==> src/rtl/ddr2_v11_0_p0_qsys_sequencer_rom_loader_pkg.sv <==
// Shared definitions for the sequencer ROM loader: ROM geometry and FSM state encoding.
package ddr2_v11_0_p0_qsys_sequencer_rom_loader_pkg;

  localparam int ROM_ADDR_WIDTH = 12;
  localparam int ROM_DATA_WIDTH = 32;
  localparam int ROM_DEPTH      = 4096;

  typedef enum logic [2:0] {
    ST_IDLE  = 3'd0,
    ST_WRITE = 3'd1,
    ST_READ  = 3'd2,
    ST_DRAIN = 3'd3,
    ST_CHECK = 3'd4,
    ST_DONE  = 3'd5
  } state_t;

endpackage

==> src/rtl/ddr2_v11_0_p0_qsys_sequencer_rom_loader.sv <==
// Loads an image stream into the sequencer ROM through its debug-write port,
// then reads it back and compares additive checksums of written and read data.
module ddr2_v11_0_p0_qsys_sequencer_rom_loader
  import ddr2_v11_0_p0_qsys_sequencer_rom_loader_pkg::*;
#(
  parameter int ADDR_WIDTH = ROM_ADDR_WIDTH,
  parameter int DATA_WIDTH = ROM_DATA_WIDTH,
  parameter int DEPTH      = ROM_DEPTH
) (
  input  logic                    clk,
  input  logic                    reset_n,
  input  logic                    start,
  input  logic [ADDR_WIDTH:0]     word_count,
  input  logic                    in_valid,
  output logic                    in_ready,
  input  logic [DATA_WIDTH-1:0]   in_data,
  output logic                    busy,
  output logic                    done,
  output logic                    pass,
  output logic                    fail,
  output logic [ADDR_WIDTH-1:0]   avm_address,
  output logic [DATA_WIDTH/8-1:0] avm_byteenable,
  output logic                    avm_chipselect,
  output logic                    avm_write,
  output logic                    avm_debugaccess,
  output logic [DATA_WIDTH-1:0]   avm_writedata,
  output logic                    avm_clken,
  input  logic [DATA_WIDTH-1:0]   avm_readdata
);

  localparam int CW   = ADDR_WIDTH + 1;
  localparam int BE_W = DATA_WIDTH / 8;
  localparam logic [CW-1:0] CNT_ONE = CW'(1);
  localparam logic [CW-1:0] CNT_MAX = CW'(DEPTH);

  // Handshake: a word transfers in any cycle where in_valid and in_ready are
  // both high; in_ready depends only on state, never on in_valid.

  state_t                state_q, state_d;
  logic [CW-1:0]         cnt_q, cnt_d;
  logic [CW-1:0]         addr_q, addr_d;
  logic [DATA_WIDTH-1:0] wsum_q, wsum_d;
  logic [DATA_WIDTH-1:0] rsum_q, rsum_d;
  logic                  rd_pend_q, rd_pend_d;
  logic                  rd_cs_q, rd_cs_d;
  logic                  pass_q, pass_d;
  logic                  fail_q, fail_d;
  logic                  clken_q;

  logic                  wr_fire;
  logic                  last_addr;
  logic [CW-1:0]         start_cnt;
  logic                  sums_match;

  assign in_ready   = (state_q == ST_WRITE);
  assign wr_fire    = in_ready & in_valid;
  assign last_addr  = (addr_q == (cnt_q - CNT_ONE));
  assign start_cnt  = (word_count > CNT_MAX) ? CNT_MAX : word_count;
  assign sums_match = (wsum_q == rsum_q);

  always_comb begin
    state_d   = state_q;
    cnt_d     = cnt_q;
    addr_d    = addr_q;
    wsum_d    = wsum_q;
    pass_d    = pass_q;
    fail_d    = fail_q;
    rd_pend_d = (state_q == ST_READ);
    // Read data returns one cycle after its address, so accumulate on the
    // cycle after every read-address cycle (including the drain cycle).
    rsum_d    = rd_pend_q ? (rsum_q + avm_readdata) : rsum_q;

    case (state_q)
      ST_IDLE: begin
        if (start) begin
          cnt_d  = start_cnt;
          addr_d = '0;
          wsum_d = '0;
          rsum_d = '0;
          pass_d = 1'b0;
          fail_d = 1'b0;
          if (start_cnt == '0) begin
            pass_d  = 1'b1;
            state_d = ST_DONE;
          end else begin
            state_d = ST_WRITE;
          end
        end
      end
      ST_WRITE: begin
        if (wr_fire) begin
          wsum_d = wsum_q + in_data;
          if (last_addr) begin
            addr_d  = '0;
            state_d = ST_READ;
          end else begin
            addr_d  = addr_q + CNT_ONE;
          end
        end
      end
      ST_READ: begin
        if (last_addr) begin
          addr_d  = '0;
          state_d = ST_DRAIN;
        end else begin
          addr_d  = addr_q + CNT_ONE;
        end
      end
      ST_DRAIN: begin
        state_d = ST_CHECK;
      end
      ST_CHECK: begin
        pass_d  = sums_match;
        fail_d  = !sums_match;
        state_d = ST_DONE;
      end
      ST_DONE: begin
        state_d = ST_IDLE;
      end
      default: begin
        state_d = ST_IDLE;
      end
    endcase

    rd_cs_d = (state_d == ST_READ);
  end

  always_ff @(posedge clk or negedge reset_n) begin
    if (!reset_n) begin
      state_q   <= ST_IDLE;
      cnt_q     <= '0;
      addr_q    <= '0;
      wsum_q    <= '0;
      rsum_q    <= '0;
      rd_pend_q <= 1'b0;
      rd_cs_q   <= 1'b0;
      pass_q    <= 1'b0;
      fail_q    <= 1'b0;
      clken_q   <= 1'b0;
    end else begin
      state_q   <= state_d;
      cnt_q     <= cnt_d;
      addr_q    <= addr_d;
      wsum_q    <= wsum_d;
      rsum_q    <= rsum_d;
      rd_pend_q <= rd_pend_d;
      rd_cs_q   <= rd_cs_d;
      pass_q    <= pass_d;
      fail_q    <= fail_d;
      clken_q   <= 1'b1;
    end
  end

  // Write strobes and data bypass the registers so an accepted word reaches
  // the ROM in the same cycle; read-phase strobes come straight from flops.
  assign avm_chipselect  = wr_fire | rd_cs_q;
  assign avm_write       = wr_fire;
  assign avm_debugaccess = wr_fire;
  assign avm_writedata   = wr_fire ? in_data : '0;
  assign avm_address     = addr_q[ADDR_WIDTH-1:0];
  assign avm_byteenable  = {BE_W{avm_chipselect}};
  assign avm_clken       = clken_q;

  assign busy = (state_q != ST_IDLE);
  assign done = (state_q == ST_DONE);
  assign pass = pass_q;
  assign fail = fail_q;

endmodule

==> config.mk <==
export PLATFORM = sky130hd
export DESIGN_NAME = ddr2_v11_0_p0_qsys_sequencer_rom_loader
export DESIGN_NICKNAME = d
export VERILOG_FILES = /design/src/rtl/ddr2_v11_0_p0_qsys_sequencer_rom_loader_pkg.sv /design/src/rtl/ddr2_v11_0_p0_qsys_sequencer_rom_loader.sv
export SDC_FILE = /design/constraint.sdc
export NUM_CORES = 1
export LEC_CHECK = 0
export CAP_MARGIN = 40
export CELL_PAD_IN_SITES_DETAIL_PLACEMENT = 2
export CELL_PAD_IN_SITES_GLOBAL_PLACEMENT = 2
export CORE_UTILIZATION = 35
export DETAILED_ROUTE_END_ITERATION = 6
export PLACE_DENSITY = 0.95
export SYNTH_ARGS = -nofsm -noshare
export SYNTH_HDL_FRONTEND = slang
export SYNTH_SLANG_ARGS = --single-unit
==> constraint.sdc <==
create_clock -name clk -period 6.1 [get_ports clk]
set_input_delay 1.22 -clock clk [delete_from_list [all_inputs] [get_ports clk]]
set_output_delay 1.22 -clock clk [all_outputs]
set_load 0.01 [all_outputs]
==> flow_summary.toml <==
[status]
status = "completed"

[synth]
synth_seq_cells = 98
synth-edff-count = 0
ys_warn_count = 0
synthesis.nets = 1094
yosysSeqAreaShare = 0.3017
syn_area_um2 = 8129
yosys.cell_types.count = 69
synthArstFlopShare = 1.000
ys.flop_type = "dfrtp_1"
synthCells = 947
avgSynthCellArea_um2 = 8.584

[finish]
diodes = 0
nFillCells = 2532
area_growth_pct = 22.61
area.sequential_um2 = 2452
multi_input_area_um2 = 5334
drive_gt1_frac = 0.03795
fin_area_um2 = 9967
layout.nets = 1197

[routing]
wl_per_cell_um = 25.88
viasPerCell = 6.101
post-route-drc-count = 0
totalWireLength_um = 34660
drtIter0Drc = 477
vias = 8169
drt-pass1-iter-count = 5
ant_nets = 0

[timing]
tns_ps = 0
rsz0062_at_grt = "no"
slew_viol_final = 0
fin_crit_sh = 0.7732
fmax_ghz = 0.2120
clock_skew_ps = 12.97
finalSetupViolations = 0
fin_ws_ps = 1384
finalCriticalPeriod_ps = 4716
hold_viol_final = 0
worst_pin_slew_ps = 916.9
relSlewSlack = 0.3868

[worst_hold_path]
hold_path_class = "flop to flop"

[floorplan]
rows = 55
core_area_um2 = 22710
die_area_um2 = 23840
ios = 138
dieWidth_um = 154.4
start_util = 0.3580
fp.dieH_um = 154.4

[cts]
cts_root_buf = "clkbuf_16"
insertion_delay_ps = 370
post_cts_buffers = 0
tritoncts = "yes"
cts_buffer_depth = 2
cts_resized = 0
holdBufCountCts = 0
htree_num_levels = 3
cts_sinks = 98
cts_made_buffers = 9
clkSlewWorstSetupHoldPaths_ps = 70

[placed_design]
dp_slack_ps = 1363
place.detailed.hpwl_um = 24250
io_buffers = 137
gp_congestion = 0.9046
place_area_um2 = 9662

[power_and_ir_drop]
clkPwrFrac = 0.160
ir_worst_vdd_mv = 0.1422
p_seq_frac = 0.280
netSwitchingFraction = 0.4639
p_switching_mw = 1.828
leakage_nw = 4.480
total_power_mw = 3.941
power.internal_mw = 2.113
pwr-share-comb = 0.561
powerDensity_nw_per_um2 = 395.4

[global_route]
grt_antenna_before_repair = 0
grt_pass1_wl_um = 54610
gr-total-overflow = 0
grt_max_degree = 57
grt_usage = 0.2968
grt_pass1_vias = 9200

[setup_path]
critPathLaunchType = "input port"
crit_arrival_ps = 3500
crit_fanout = 27
crit_type = "input port to output port"
setup.worst_path.end_class = "output port"
r2r_slack_ps = 2430
cp_data_required_time_ps = 4880

[job]
cap_violations = 0
-- through the flow --
step / util / std cells / hold slack, ps
after floorplan: - / 947 / 466.5
final: 0.4389 / 1339 / 527.3
after global placement: 0.4248 / 1323 / 480.0
after detailed placement: 0.4255 / 1324 / 507.2
after global routing: 0.4389 / 1339 / 554.4
after CTS: 0.4389 / 1339 / 537.7
-- cell families after synthesis --
family | synth area share
AOI/OAI and AO/OA | 0.2203
buffers and inverters | 0.04279
muxes | 0.02709
adders and majority gates | 0.1034
DFF | 0.3017
other | 0.0004613
xor gates and xnor gates | 0.1174
and+or+nand+nor | 0.1869
-- path summary, 6_finish.rpt --
| check | depth (start not counted) | startpoint | end |
|---|---|---|---|
| hold reg to reg | 2 | cnt_q[12]$_DFFE_PN0P_ | cnt_q[12]$_DFFE_PN0P_ |
| max in group asynchronous | 2 | reset_n | rsum_q[21]$_DFF_PN0_ |
| hold / removal | 2 | cnt_q[12]$_DFFE_PN0P_ | cnt_q[12]$_DFFE_PN0P_ |
| min in group asynchronous | 1 | reset_n | addr_q[2]$_DFFE_PN0P_ |
| setup reg to reg | 11 | rsum_q[0]$_DFF_PN0_ | rsum_q[30]$_DFF_PN0_ |
| setup / recovery | 4 | in_valid | avm_debugaccess |
-- layer usage --
| metal | global-route usage | wire length (um) | vias up |
|---|---|---|---|
| met5 | 0 | 0 | - |
| met4 | 0.1495 | 1570 | 0 |
| met3 | 0.04091 | 1334 | 101 |
| met2 | 0.5382 | 17710 | 274 |
| met1 | 0.3403 | 14050 | 4183 |
| li1 | - | - | 3611 |
-- power by group through the flow --
| stage | Combinational (mW) | Clock [mW] | Sequential (mW) |
|---|---|---|---|
| 2_1_floorplan | 1.46 | 0 | 0.983 |
| 3_3_place_gp | 1.94 | 0 | 1.07 |
| 3_5_place_dp | 2.11 | 0 | 1.10 |
| 4_1_cts | 2.20 | 0.639 | 1.09 |
| 5_1_grt | 2.39 | 0.654 | 1.12 |
| 6_report | 2.21 | 0.629 | 1.10 |
-- cell type report --
type,instances,share of cell area
Multi-Input combinational cell,774,0.5351
Sequential cell,98,0.2460
Timing Repair Buffer,145,0.1441
Tap cell,285,0.03578
Clock buffer,13,0.02712
Inverter,22,0.008285
Clock inverter,2,0.003515
-- cells in the mapped netlist (all sizes together) (23+ instances only) --
| cell | n | area [um2] |
|---|---|---|
| dfrtp | 98 | 2452 |
| nand2 | 92 | 345.3 |
| xnor2 | 79 | 691.9 |
| o21ai | 74 | 370.3 |
| nor2 | 70 | 262.8 |
| a21oi | 64 | 324.1 |
| ha | 64 | 800.8 |
| and3 | 41 | 256.5 |
| clkbuf | 33 | 123.9 |
| a21o | 30 | 225.2 |
| xor2 | 30 | 262.8 |
| nand3 | 23 | 115.1 |
-- layout by cell type (no fill, tap or decap), types with 6 or more instances in the layout --
cell type | Yosys | routed
a211oi_1 | 10 | 10
a21o_1 | 30 | 30
a21oi_1 | 63 | 63
a22o_1 | 9 | 9
a31oi_1 | 8 | 8
and3_1 | 41 | 41
buf_4 | 17 | 8
clkbuf_16 | 0 | 9
clkdlybuf4s50_1 | 0 | 136
dfrtp_1 | 98 | 98
ha_1 | 64 | 64
inv_1 | 21 | 21
mux2i_1 | 22 | 22
nand2_1 | 92 | 92
nand2b_1 | 13 | 13
nand3_1 | 23 | 23
nand3b_1 | 6 | 6
nand4_1 | 15 | 15
nor2_1 | 70 | 68
nor3_1 | 15 | 15
nor4_1 | 7 | 7
o21a_1 | 15 | 15
o21ai_0 | 57 | 57
o21ai_1 | 17 | 17
xnor2_1 | 79 | 79
xor2_1 | 30 | 30
-- state kept, by name, summed over array words and instances (netlist names) --
name and count:
rsum_q 32, wsum_q 32, addr_q 13, cnt_q 13, state_q 3, avm_clken 1
fail 1, pass 1, rd_cs_q 1, rd_pend_q 1
-- worst max-delay path: stages --
cell	delay, ps
clkdlybuf4s50_1	1070
nand2_1	240
inv_2	350
clkdlybuf4s50_1	610
Note: power is estimated with default switching activity, not from simulation.
